## src/rtl/inst_fetch.sv

```systemverilog
// Instruction fetch: issues pc to memory under queue credit, tags responses with their
// address, queues {pc, inst} for decode, and kills in-flight responses on redirect (br).
// Optional macro IFQ_BYPASS_EN forwards a kept response straight to decode when the queue is empty.
module inst_fetch #(
   parameter int QDEPTH    = 4,
   parameter int MAX_OUTST = 2
) (
   input  logic        clk,
   input  logic        rst,
   input  logic [31:0] pc,
   input  logic        ce,
   input  logic        br,
   output logic        stallreq,
   output logic        mem_req,
   output logic [31:0] mem_addr,
   input  logic        mem_gnt,
   input  logic        mem_rvalid,
   input  logic [31:0] mem_rdata,
   output logic        id_valid,
   output logic [31:0] id_pc,
   output logic [31:0] id_inst,
   input  logic        id_ready
);
   localparam int QW = $clog2(QDEPTH);
   localparam int CW = $clog2(QDEPTH + 1);
   localparam int OW = $clog2(MAX_OUTST + 1);
   localparam int TW = (MAX_OUTST > 1) ? $clog2(MAX_OUTST) : 1;
   localparam logic [TW-1:0] TAG_LAST = TW'(MAX_OUTST - 1);

   logic [CW-1:0] count_q, count_d;
   logic [QW-1:0] wr_ptr_q, wr_ptr_d, rd_ptr_q, rd_ptr_d;
   logic [OW-1:0] outst_q, outst_d, kill_q, kill_d;
   logic [TW-1:0] tag_wr_q, tag_wr_d, tag_rd_q, tag_rd_d;

   logic [31:0] iq_pc_q   [QDEPTH];
   logic [31:0] iq_inst_q [QDEPTH];
   logic [31:0] tag_q     [MAX_OUTST];

   logic credit_ok, accept, rsp, kept, bypass, push, pop, head_vld;

   // Credit counts both in-flight requests and queued entries so every response has a slot.
   assign credit_ok = (32'(outst_q) < 32'(MAX_OUTST)) &&
                      ((32'(outst_q) + 32'(count_q)) < 32'(QDEPTH));
   assign mem_addr  = pc;
   assign mem_req   = rst & ce & ~br & credit_ok;
   assign accept    = mem_req & mem_gnt;
   assign stallreq  = rst & ce & ~br & ~accept;

   // Responses with nothing outstanding (e.g. left over from before a reset) are ignored.
   assign rsp      = mem_rvalid & (outst_q != '0);
   assign kept     = rsp & (kill_q == '0) & ~br;
   assign head_vld = (count_q != '0);

`ifdef IFQ_BYPASS_EN
   assign bypass = kept & ~head_vld & id_ready;
`else
   assign bypass = 1'b0;
`endif

   assign push     = kept & ~bypass;
   assign pop      = head_vld & id_ready;
   assign id_valid = head_vld | bypass;
   assign id_pc    = head_vld ? iq_pc_q[rd_ptr_q]   : (bypass ? tag_q[tag_rd_q] : 32'h0);
   assign id_inst  = head_vld ? iq_inst_q[rd_ptr_q] : (bypass ? mem_rdata       : 32'h0);

   always_comb begin
      outst_d = outst_q;
      if (accept && !rsp)      outst_d = outst_q + OW'(1);
      else if (!accept && rsp) outst_d = outst_q - OW'(1);

      kill_d = kill_q;
      if (br)                         kill_d = outst_q - OW'(rsp);
      else if (rsp && kill_q != '0)   kill_d = kill_q - OW'(1);

      tag_wr_d = tag_wr_q;
      tag_rd_d = tag_rd_q;
      if (br) begin
         tag_wr_d = '0;
         tag_rd_d = '0;
      end else begin
         if (accept) tag_wr_d = (tag_wr_q == TAG_LAST) ? '0 : tag_wr_q + TW'(1);
         if (kept)   tag_rd_d = (tag_rd_q == TAG_LAST) ? '0 : tag_rd_q + TW'(1);
      end

      count_d  = count_q;
      wr_ptr_d = wr_ptr_q;
      rd_ptr_d = rd_ptr_q;
      if (br) begin
         count_d  = '0;
         wr_ptr_d = '0;
         rd_ptr_d = '0;
      end else begin
         if (push)        wr_ptr_d = wr_ptr_q + QW'(1);
         if (pop)         rd_ptr_d = rd_ptr_q + QW'(1);
         if (push && !pop)      count_d = count_q + CW'(1);
         else if (!push && pop) count_d = count_q - CW'(1);
      end
   end

   always_ff @(posedge clk or negedge rst) begin
      if (!rst) begin
         count_q  <= '0;
         wr_ptr_q <= '0;
         rd_ptr_q <= '0;
         outst_q  <= '0;
         kill_q   <= '0;
         tag_wr_q <= '0;
         tag_rd_q <= '0;
      end else begin
         count_q  <= count_d;
         wr_ptr_q <= wr_ptr_d;
         rd_ptr_q <= rd_ptr_d;
         outst_q  <= outst_d;
         kill_q   <= kill_d;
         tag_wr_q <= tag_wr_d;
         tag_rd_q <= tag_rd_d;
      end
   end

   // Storage needs no reset: outputs are masked by occupancy.
   always_ff @(posedge clk) begin
      if (accept) tag_q[tag_wr_q] <= pc;
      if (push) begin
         iq_pc_q[wr_ptr_q]   <= tag_q[tag_rd_q];
         iq_inst_q[wr_ptr_q] <= mem_rdata;
      end
   end

endmodule

```

## config.mk

```make
export PLATFORM = sky130hd
export DESIGN_NAME = inst_fetch
export DESIGN_NICKNAME = d
export VERILOG_FILES = /design/src/rtl/inst_fetch.sv
export SDC_FILE = /design/constraint.sdc
export NUM_CORES = 1
export LEC_CHECK = 0
export ABC_AREA = 1
export BUFFER_PORTS_ARGS = -buffer_cell sky130_fd_sc_hd__buf_2
export CAP_MARGIN = 20
export CORE_MARGIN = 8
export CORE_UTILIZATION = 36
export DETAILED_ROUTE_END_ITERATION = 16
export GPL_TIMING_DRIVEN = 0
export PLACE_DENSITY = 0.67
export SYNTH_ARGS = -nofsm -noshare
export SYNTH_HDL_FRONTEND = slang
export SYNTH_SLANG_ARGS = --single-unit
```

## constraint.sdc

```tcl
create_clock -name clk -period 3.7 [get_ports clk]
set_input_delay 0.925 -clock clk [delete_from_list [all_inputs] [get_ports clk]]
set_output_delay 0.925 -clock clk [all_outputs]
set_load 0.02 [all_outputs]
```

==> reports/results.tsv, run 1 <==
metric	value	unit
first-pass GRT wire length	49900	um
post-CTS sizing	0	
Gate Count Post-Synth	1067	
PD cells	719	nW/um^2
Top FF cell, synth	edfxtp_1	
CP Capture Type	output port	
Total Routing Usage GR	0.146	
clock slew at reported path FFs	0.06	ns
maximum vdd ir drop	0.448	mV
RSZ-0062 raised after global routing	no	
Post-synth EDFFs	320	
total wire length	32400	um
register area share after synthesis	0.746	
total power	11600	uW
Vias/cell	4.78	
gpl congestion	0.752	
die width	208	um
skew final	0.0206	ns
Max Cap Viol	0	
number of detailed-route iterations in the first pass	5	
DRC Markers	0	
# hold bufs at CTS	0	
Antenna Cells	0	
CP required	2.77	ns
drt initial violations	614	
clk buf depth	3	
initial antenna violation count	0	
Slew @ Worst Pin	0.858	ns
CTS Buf Count	37	
placed cells	1714	
H-tree depth	2	
fin crit share	0.921	
Syn-to-layout area delta	21.4	%
CP Launch Type	flop	
Post-DRT Antenna Nets	0	
CTS root buf	clkbuf_16	
Synth Net Count	1147	
vias in the first global route	8824	
clk sinks	333	
Die ar.	43400	um^2
Crit Path Class	flop to output port	
I/O Pins	170	
worst min-delay path class	input port to async pin	
final slew viol count	0	
Synth Register Bits	333	
CTS tree	done	
Slew headroom	0.426	
Hold Violations, Final	0	
FMAX	294	MHz
row count	70	
postcts setup bufs	0	
HPWL after detailed placement	21600	um
share of synthesized registers carrying an async set or reset	0.0390	
arrival time of the worst setup path	2.48	ns
final non-filler cell total	1775	
Yosys cell types	30	
wire per inst	18.3	um
yosys synthesis warning count	0	
core area	36500	um^2
Tmin final	3.41	ns
Final nets	1365	
gr ovfl total	0	
Crit Path Max Fanout	10	
Setup violations, final	0	
Mapped Area	13300	um^2
share of cells above drive strength 1	0.233	
DIE HEIGHT	208	um
Initial Utilization	0.365	
LEAKAGE	0.00603	uW
clock latency on the worst-skew pair	0.51	ns
flop-to-flop setup slack	1.18	ns
average size of a mapped cell	12.5	um^2
largest net degree at the start of global routing	26	
PortBufs	169	
status	completed	
routed via count	8486	
## layer usage
metal	part of all wire	GRT usage	vias up
met5	0	0	-
met3	0.057	0.0281	49
met4	0.021	0.0382	0
met2	0.49	0.253	256
li1	-	-	4130
met1	0.43	0.185	4051
## cell usage in the layout (no fill, tap or decap), types with 2 or more instances in the layout
master,n
inv_2,5
buf_4,45
nand3_1,8
dfrtp_1,13
nor2_4,7
a21oi_1,68
clkbuf_1,27
buf_1,11
clkinv_2,2
clkinvlp_4,2
nand3_2,4
bufinv_16,5
xnor2_1,2
clkbuf_16,37
nor2_1,259
o21ai_0,135
nand2_1,114
nand2_2,2
buf_2,177
edfxtp_1,320
ha_1,8
buf_12,10
nor2_2,2
clkinv_1,10
inv_1,20
inv_6,2
o21ai_1,3
## cells by family after synthesis
group / Yosys count / share of synthesized area
adder cells (fa/ha/maj): 9 / 0.00902
AND/OR/NAND/NOR: 400 / 0.118
XOR/XNOR: 3 / 0.00197
flip-flops: 333 / 0.746
buffers and inverters: 114 / 0.0461
AO/OA/AOI/OAI: 208 / 0.0787
## flip-flops by register name, summed over array words and instances (netlist names)
signal	count
iq_inst_q	128
wr_ptr_q	2
tag_wr_q	1
count_q	3
rd_ptr_q	2
tag_rd_q	1
tag_q	64
kill_q	2
outst_q	2
iq_pc_q	128
## critical path, cell delays in order, from the launching register on
cell	delay (ns)
dfrtp_1	0.48
inv_2	0.10
buf_2	0.29
clkbuf_1	0.44
o21ai_0	0.17
a21oi_1	0.27
buf_2	0.23
## final timing paths
kind | startpoint | end | cells past startpoint
max | rd_ptr_q[0] | id_pc[3] | 6
min | rst | outst_q[1] | 1
max reg2reg | kill_q[0] | iq_inst_q[1][10] | 6
min reg2reg | outst_q[0] | outst_q[0] | 1
max in group asynchronous | rst | rd_ptr_q[0] | 1
min in group clk | outst_q[0] | outst_q[0] | 1
## metrics by stage
step	utilization	setup TNS (ns)	instance area [um^2]	hold slack [ns]	setup slack (ns)
floorplan	-	-184.01	13300	0.519	-0.719
global placement	0.404	-863.24	14700	0.540	-3.21
detailed placement	0.411	0	15000	0.567	0.617
CTS	0.443	0	16200	0.306	0.232
global route	0.443	0	16200	0.319	0.120
finish	0.443	0	16200	0.314	0.293
## where the power goes
group          switching (uW)  total [uW]  leakage, uW  internal, uW
Combinational            2550        3550      0.00242           995
Sequential               76.9        4490      0.00305          4410
Clock                    1400        3570     0.000563          2170
Total                    4030       11600      0.00603          7580
## cell usage after synthesis, types with 8 or more instances
cell,n,area (um^2)
edfxtp_1,320,9610
nand2_1,114,428
buf_2,8,40.0
o21ai_0,135,676
nand3_1,8,40.0
buf_4,45,338
inv_1,20,75.1
nor2_1,265,995
dfrtp_1,13,325
a21oi_1,68,340
buf_1,11,41.3
ha_1,8,100
clkbuf_1,23,86.3
## layout make-up
type                            instances  area, um^2
Fill cell                            3326       20400
Sequential cell                       333        9930
Multi-Input combinational cell        620        2810
Timing Repair Buffer                  179        1050
Clock buffer                           41         941
Tap cell                              468         586
Buffer                                 88         517
Clock inverter                         20         226
Inverter                               26        97.6
(Power assumes the default switching activity.)
==> run 2, diff against run 1 <==
--- a/config.mk
+++ b/config.mk
@@ -8,11 +8,13 @@
 export ABC_AREA = 1
 export BUFFER_PORTS_ARGS = -buffer_cell sky130_fd_sc_hd__buf_2
 export CAP_MARGIN = 20
+export CELL_PAD_IN_SITES_DETAIL_PLACEMENT = 1
+export CELL_PAD_IN_SITES_GLOBAL_PLACEMENT = 1
 export CORE_MARGIN = 8
 export CORE_UTILIZATION = 36
 export DETAILED_ROUTE_END_ITERATION = 16
 export GPL_TIMING_DRIVEN = 0
-export PLACE_DENSITY = 0.67
+export PLACE_DENSITY = 0.77
 export SYNTH_ARGS = -nofsm -noshare
 export SYNTH_HDL_FRONTEND = slang
 export SYNTH_SLANG_ARGS = --single-unit
==> run 2 against run 1 <==
  * Design area is 0.12% lower
  * Non-clock buffer count up 1
  * Clock skew decreased by 0.0034 ns
  * Worst setup slack got worse by 0.0069 ns
  * Maximum frequency shrank 0.20%
  * Sequential share of layout area up 0.077 points
==> reports/results.tsv, run 2 (synthesized netlist as in run 1, its figures left out) <==
metric	value	unit	change
clock slew at reported path FFs	0.06	ns	about the same
CP Launch Type	flop		unchanged
biggest regs	iq_inst_q x128, iq_pc_q x128, tag_q x64		unchanged
LEAKAGE	0.00603	uW	about the same
setup_tns	0	ns	unchanged
# hold bufs at CTS	0		unchanged
core area	36500	um^2	unchanged
Die ar.	43400	um^2	unchanged
Max Cap Viol	0		unchanged
Hold Slack	0.327	ns	was 0.314 ns
wire per inst	20.4	um	was 18.3 um
Total Routing Usage GR	0.164		was 0.146
DRC Markers	0		unchanged
FMAX	293	MHz	was 294 MHz
row count	70		unchanged
CP required	2.77	ns	about the same
largest net degree at the start of global routing	25		was 26
Tmin final	3.41	ns	about the same
PD cells	711	nW/um^2	was 719 nW/um^2
gpl congestion	0.768		was 0.752
initial antenna violation count	0		unchanged
fin crit share	0.923		was 0.921
CTS tree	done		unchanged
maximum vdd ir drop	0.322	mV	was 0.448 mV
gr ovfl total	0		unchanged
most common cell after layout, fill and taps aside	edfxtp_1		unchanged
most frequent cells in the layout	320 x edfxtp_1, 259 x nor2_1, 177 x buf_2, 135 x o21ai_0, 114 x nand2_1		unchanged
final slew viol count	0		unchanged
RSZ-0062 raised after global routing	no		unchanged
CP Capture Type	output port		unchanged
Antenna Cells	0		unchanged
PortBufs	169		unchanged
postcts setup bufs	0		unchanged
routed via count	8816		was 8486
Post-DRT Antenna Nets	0		unchanged
CTS root buf	clkbuf_16		unchanged
DIE HEIGHT	208	um	unchanged
I/O Pins	170		unchanged
H-tree depth	2		unchanged
clock latency on the worst-skew pair	0.51	ns	about the same
Initial Utilization	0.365		unchanged
die width	208	um	unchanged
clk sinks	333		unchanged
Final nets	1366		was 1365
Setup violations, final	0		unchanged
HPWL after detailed placement	25000	um	was 21600 um
post-CTS sizing	0		unchanged
total wire length	36400	um	was 32400 um
clk buf depth	3		unchanged
vias in the first global route	9783		was 8824
Hold Violations, Final	0		unchanged
drt initial violations	431		was 614
status	completed		unchanged
worst min-delay path class	input port to async pin		unchanged
Syn-to-layout area delta	21.2	%	was 21.4%
number of detailed-route iterations in the first pass	5		unchanged
Vias/cell	4.94		was 4.78
arrival time of the worst setup path	2.49	ns	was 2.48 ns
first-pass GRT wire length	55800	um	was 49900 um
Crit Path Class	flop to output port		unchanged
skew final	0.0172	ns	was 0.0206 ns
flop-to-flop setup slack	1.20	ns	was 1.18 ns
pre-CTS setup slack	0.573	ns	was 0.617 ns
share of cells above drive strength 1	0.230		was 0.233
Slew @ Worst Pin	0.856	ns	was 0.858 ns
final worst slack	0.286	ns	was 0.293 ns
CTS Buf Count	37		unchanged
Crit Path Max Fanout	10		unchanged
Slew headroom	0.428		was 0.426
run 2: report_power, final:
group | internal, uW | switching (uW)
clock | 1930 | 1410
sequential | 4410 | 78.6
combinational | 1010 | 2640
run 2: metal layers:
layer	routed length, um	track usage	up-vias
met2	18800	0.297	220
li1	-	-	4138
met4	720	0.0428	0
met5	0	0	-
met1	15200	0.199	4408
met3	1690	0.0316	50
run 2: final cells by class:
type                            instances  area, um^2
Buffer                                 88         517
Clock buffer                           50        1020
Clock inverter                         18        80.1
Fill cell                            3899       20400
Inverter                               26        97.6
Multi-Input combinational cell        620        2810
Sequential cell                       333        9930
Tap cell                              468         586
Timing Repair Buffer                  180        1100
run 2: through the flow:
step | power, uW | std cells | utilization | area, um^2
floorplan | 6750 | 1067 | - | 13300
global placement | 8140 | 1704 | 0.404 | 14700
detailed placement | 8300 | 1715 | 0.412 | 15000
CTS | 11700 | 1783 | 0.442 | 16100
global route | 12100 | 1783 | 0.442 | 16100
finish | 11500 | 1783 | 0.442 | 16100
run 2: final timing paths:
path                              endpoint  cells after the start   startpoint
setup / recovery                  id_pc[3]                      6  rd_ptr_q[0]
hold / removal                  outst_q[0]                      1          rst
setup reg to reg           iq_inst_q[2][9]                      6    kill_q[0]
hold reg to reg                  kill_q[1]                      2    kill_q[1]
max in group asynchronous       count_q[0]                      1          rst
min in group clk                 kill_q[1]                      2    kill_q[1]
run 2: critical path, cell delays in order, from the launching register on:
cell and delay (ns):
dfrtp_1 0.44, inv_2 0.09, buf_2 0.27, clkbuf_1 0.43
o21ai_0 0.18, a21oi_1 0.32, buf_2 0.24
==> run 3, diff against run 2 <==
--- a/config.mk
+++ b/config.mk
@@ -12,6 +12,7 @@
 export CELL_PAD_IN_SITES_GLOBAL_PLACEMENT = 1
 export CORE_MARGIN = 8
 export CORE_UTILIZATION = 36
+export CTS_BUF_LIST = sky130_fd_sc_hd__clkbuf_4
 export DETAILED_ROUTE_END_ITERATION = 16
 export GPL_TIMING_DRIVEN = 0
 export PLACE_DENSITY = 0.77
==> run 3 against run 2 <==
  * Core utilization barely moved
  * Highest routed layer unchanged
  * Final cell count rose by 4.7%
  * Combinational power barely moved
  * Sequential share of layout area barely moved
  * Wire length rose by 0.81%
==> reports/results.tsv, run 3 (synthesized netlist as in run 1, its figures left out) <==
metric	value	unit	change
share of cells above drive strength 1	0.288		was 0.230
status	completed		unchanged
arrival time of the worst setup path	2.57	ns	was 2.49 ns
Seq pwr share	0.399		was 0.392
vias in the first global route	10197		was 9783
post-route cell area	16200	um^2	was 16100 um^2
most common cell after layout, fill and taps aside	edfxtp_1		unchanged
Max Cap Viol	0		unchanged
Slew headroom	0.421		was 0.428
skew final	0.0624	ns	was 0.0172 ns
Total Routing Usage GR	0.168		was 0.164
PortBufs	169		unchanged
maximum vdd ir drop	0.305	mV	was 0.322 mV
first-pass GRT wire length	56700	um	was 55800 um
Slew @ Worst Pin	0.866	ns	was 0.856 ns
HPWL after detailed placement	25000	um	unchanged
initial antenna violation count	1		was 0
DRC Markers	0		unchanged
clk buf depth	3		unchanged
CP required	2.77	ns	about the same
core area	36500	um^2	unchanged
CTS root buf	clkbuf_4		was clkbuf_16
Vias/cell	4.86		was 4.94
gr ovfl total	0		unchanged
total power	11300	uW	was 11500 uW
Sw Ratio	0.372		was 0.359
PD cells	698	nW/um^2	was 711 nW/um^2
most frequent cells in the layout	320 x edfxtp_1, 259 x nor2_1, 178 x buf_2, 135 x o21ai_0, 119 x clkbuf_4		was 320 x edfxtp_1, 259 x nor2_1, 177 x buf_2, 135 x o21ai_0, 114 x nand2_1
setup_tns	0	ns	unchanged
Syn-to-layout area delta	21.3	%	was 21.2%
CP Launch Type	flop		unchanged
DIE HEIGHT	208	um	unchanged
Final nets	1417		was 1366
switching power	4200	uW	was 4120 uW
Clock power frac	0.277		was 0.291
biggest regs	iq_inst_q x128, iq_pc_q x128, tag_q x64		unchanged
wire per inst	19.7	um	was 20.4 um
fin crit share	0.945		was 0.923
I/O Pins	170		unchanged
clock slew at reported path FFs	0.07	ns	was 0.06 ns
Comb pwr share	0.325		was 0.318
die width	208	um	unchanged
Crit Path Max Fanout	10		unchanged
Setup violations, final	0		unchanged
final slew viol count	0		unchanged
CP Capture Type	output port		unchanged
Initial Utilization	0.365		unchanged
internal power	7070	uW	was 7350 uW
Tmin final	3.50	ns	was 3.41 ns
CTS tree	done		unchanged
CTS Buf Count	88		was 37
number of detailed-route iterations in the first pass	4		was 5
Die ar.	43400	um^2	unchanged
Crit Path Class	flop to output port		unchanged
clk sinks	333		unchanged
Cell Area, Placed	15000	um^2	unchanged
FMAX	286	MHz	was 293 MHz
RSZ-0062 raised after global routing	yes		was no
largest net degree at the start of global routing	25		unchanged
Post-DRT Antenna Nets	0		unchanged
Fillers	3974		was 3899
clock latency on the worst-skew pair	0.75	ns	was 0.51 ns
total wire length	36700	um	was 36400 um
Hold Violations, Final	0		unchanged
worst min-delay path class	input port to async pin		unchanged
drt initial violations	422		was 431
gpl congestion	0.768		unchanged
LEAKAGE	0.00616	uW	was 0.00603 uW
routed via count	9074		was 8816
H-tree depth	3		was 2
row count	70		unchanged
==> run 3: through the flow <==
stage / utilization / cells / hold WS [ns] / worst slack [ns]
2_1_floorplan: - / 1067 / 0.519 / -0.719
3_3_place_gp: 0.404 / 1704 / 0.538 / -3.33
3_5_place_dp: 0.412 / 1715 / 0.558 / 0.573
4_1_cts: 0.442 / 1865 / 0.0342 / 0.00898
5_1_grt: 0.442 / 1866 / 0.0532 / -0.0468
6_report: 0.442 / 1866 / 0.116 / 0.202
==> run 3: what timing repair did <==
item,CTS,global route
hold buffers,0,0
endpoints found under the hold margin,0,0
endpoints found under the setup margin,7,24
cloned,0,0
buffers inserted,0,0
resized for setup,5,14
==> run 3: area by class of cell <==
cell class	instances	area, um^2	share of cell area
buffer	88	533	0.0330
tap	468	586	0.0363
clock inverter	31	195	0.0121
inverter	26	97.6	0.00604
sequential	333	9930	0.615
timing repair buffer	180	1100	0.0679
antenna	1	2.50	0.000155
multi-input combinational	620	2810	0.174
clock buffer	119	893	0.0553
==> run 3: worst paths after layout <==
| check | slack (ns) | end | cells past startpoint | startpoint |
|---|---|---|---|---|
| worst min-delay path | 0.12 | rd_ptr_q[1] | 1 | rst |
| worst max-delay path | 0.20 | id_inst[4] | 6 | count_q[0] |
| max in group asynchronous | 3.28 | wr_ptr_q[0] | 1 | rst |
| min in group clk | 0.38 | tag_q[0][10] | 1 | pc[10] |
| worst min register to register | 0.55 | iq_pc_q[0][29] | 2 | tag_q[0][29] |
| worst max register to register | 1.20 | iq_inst_q[2][11] | 6 | kill_q[0] |
==> run 3: power groups by stage <==
stage	Combinational [uW]	Clock [uW]	Sequential [uW]
floorplan	2190	0	4560
global placement	3550	0	4590
detailed placement	3730	0	4570
CTS	3750	3240	4490
global route	4040	3410	4500
finish	3660	3120	4490
==> run 3: routing by layer <==
layer	track usage	vias to the layer above	wire length [um]
met2	0.299	229	19100
li1	-	4283	-
met3	0.0407	54	1840
met5	0	-	0
met1	0.195	4508	15100
met4	0.0627	0	710
==> run 3: worst max-delay path: stages (launching register included) <==
cell and delay [ns]:
dfrtp_1 0.40, inv_1 0.16, nand3_2 0.14, inv_2 0.27, clkbuf_1 0.49, a21oi_1 0.17
buf_2 0.21
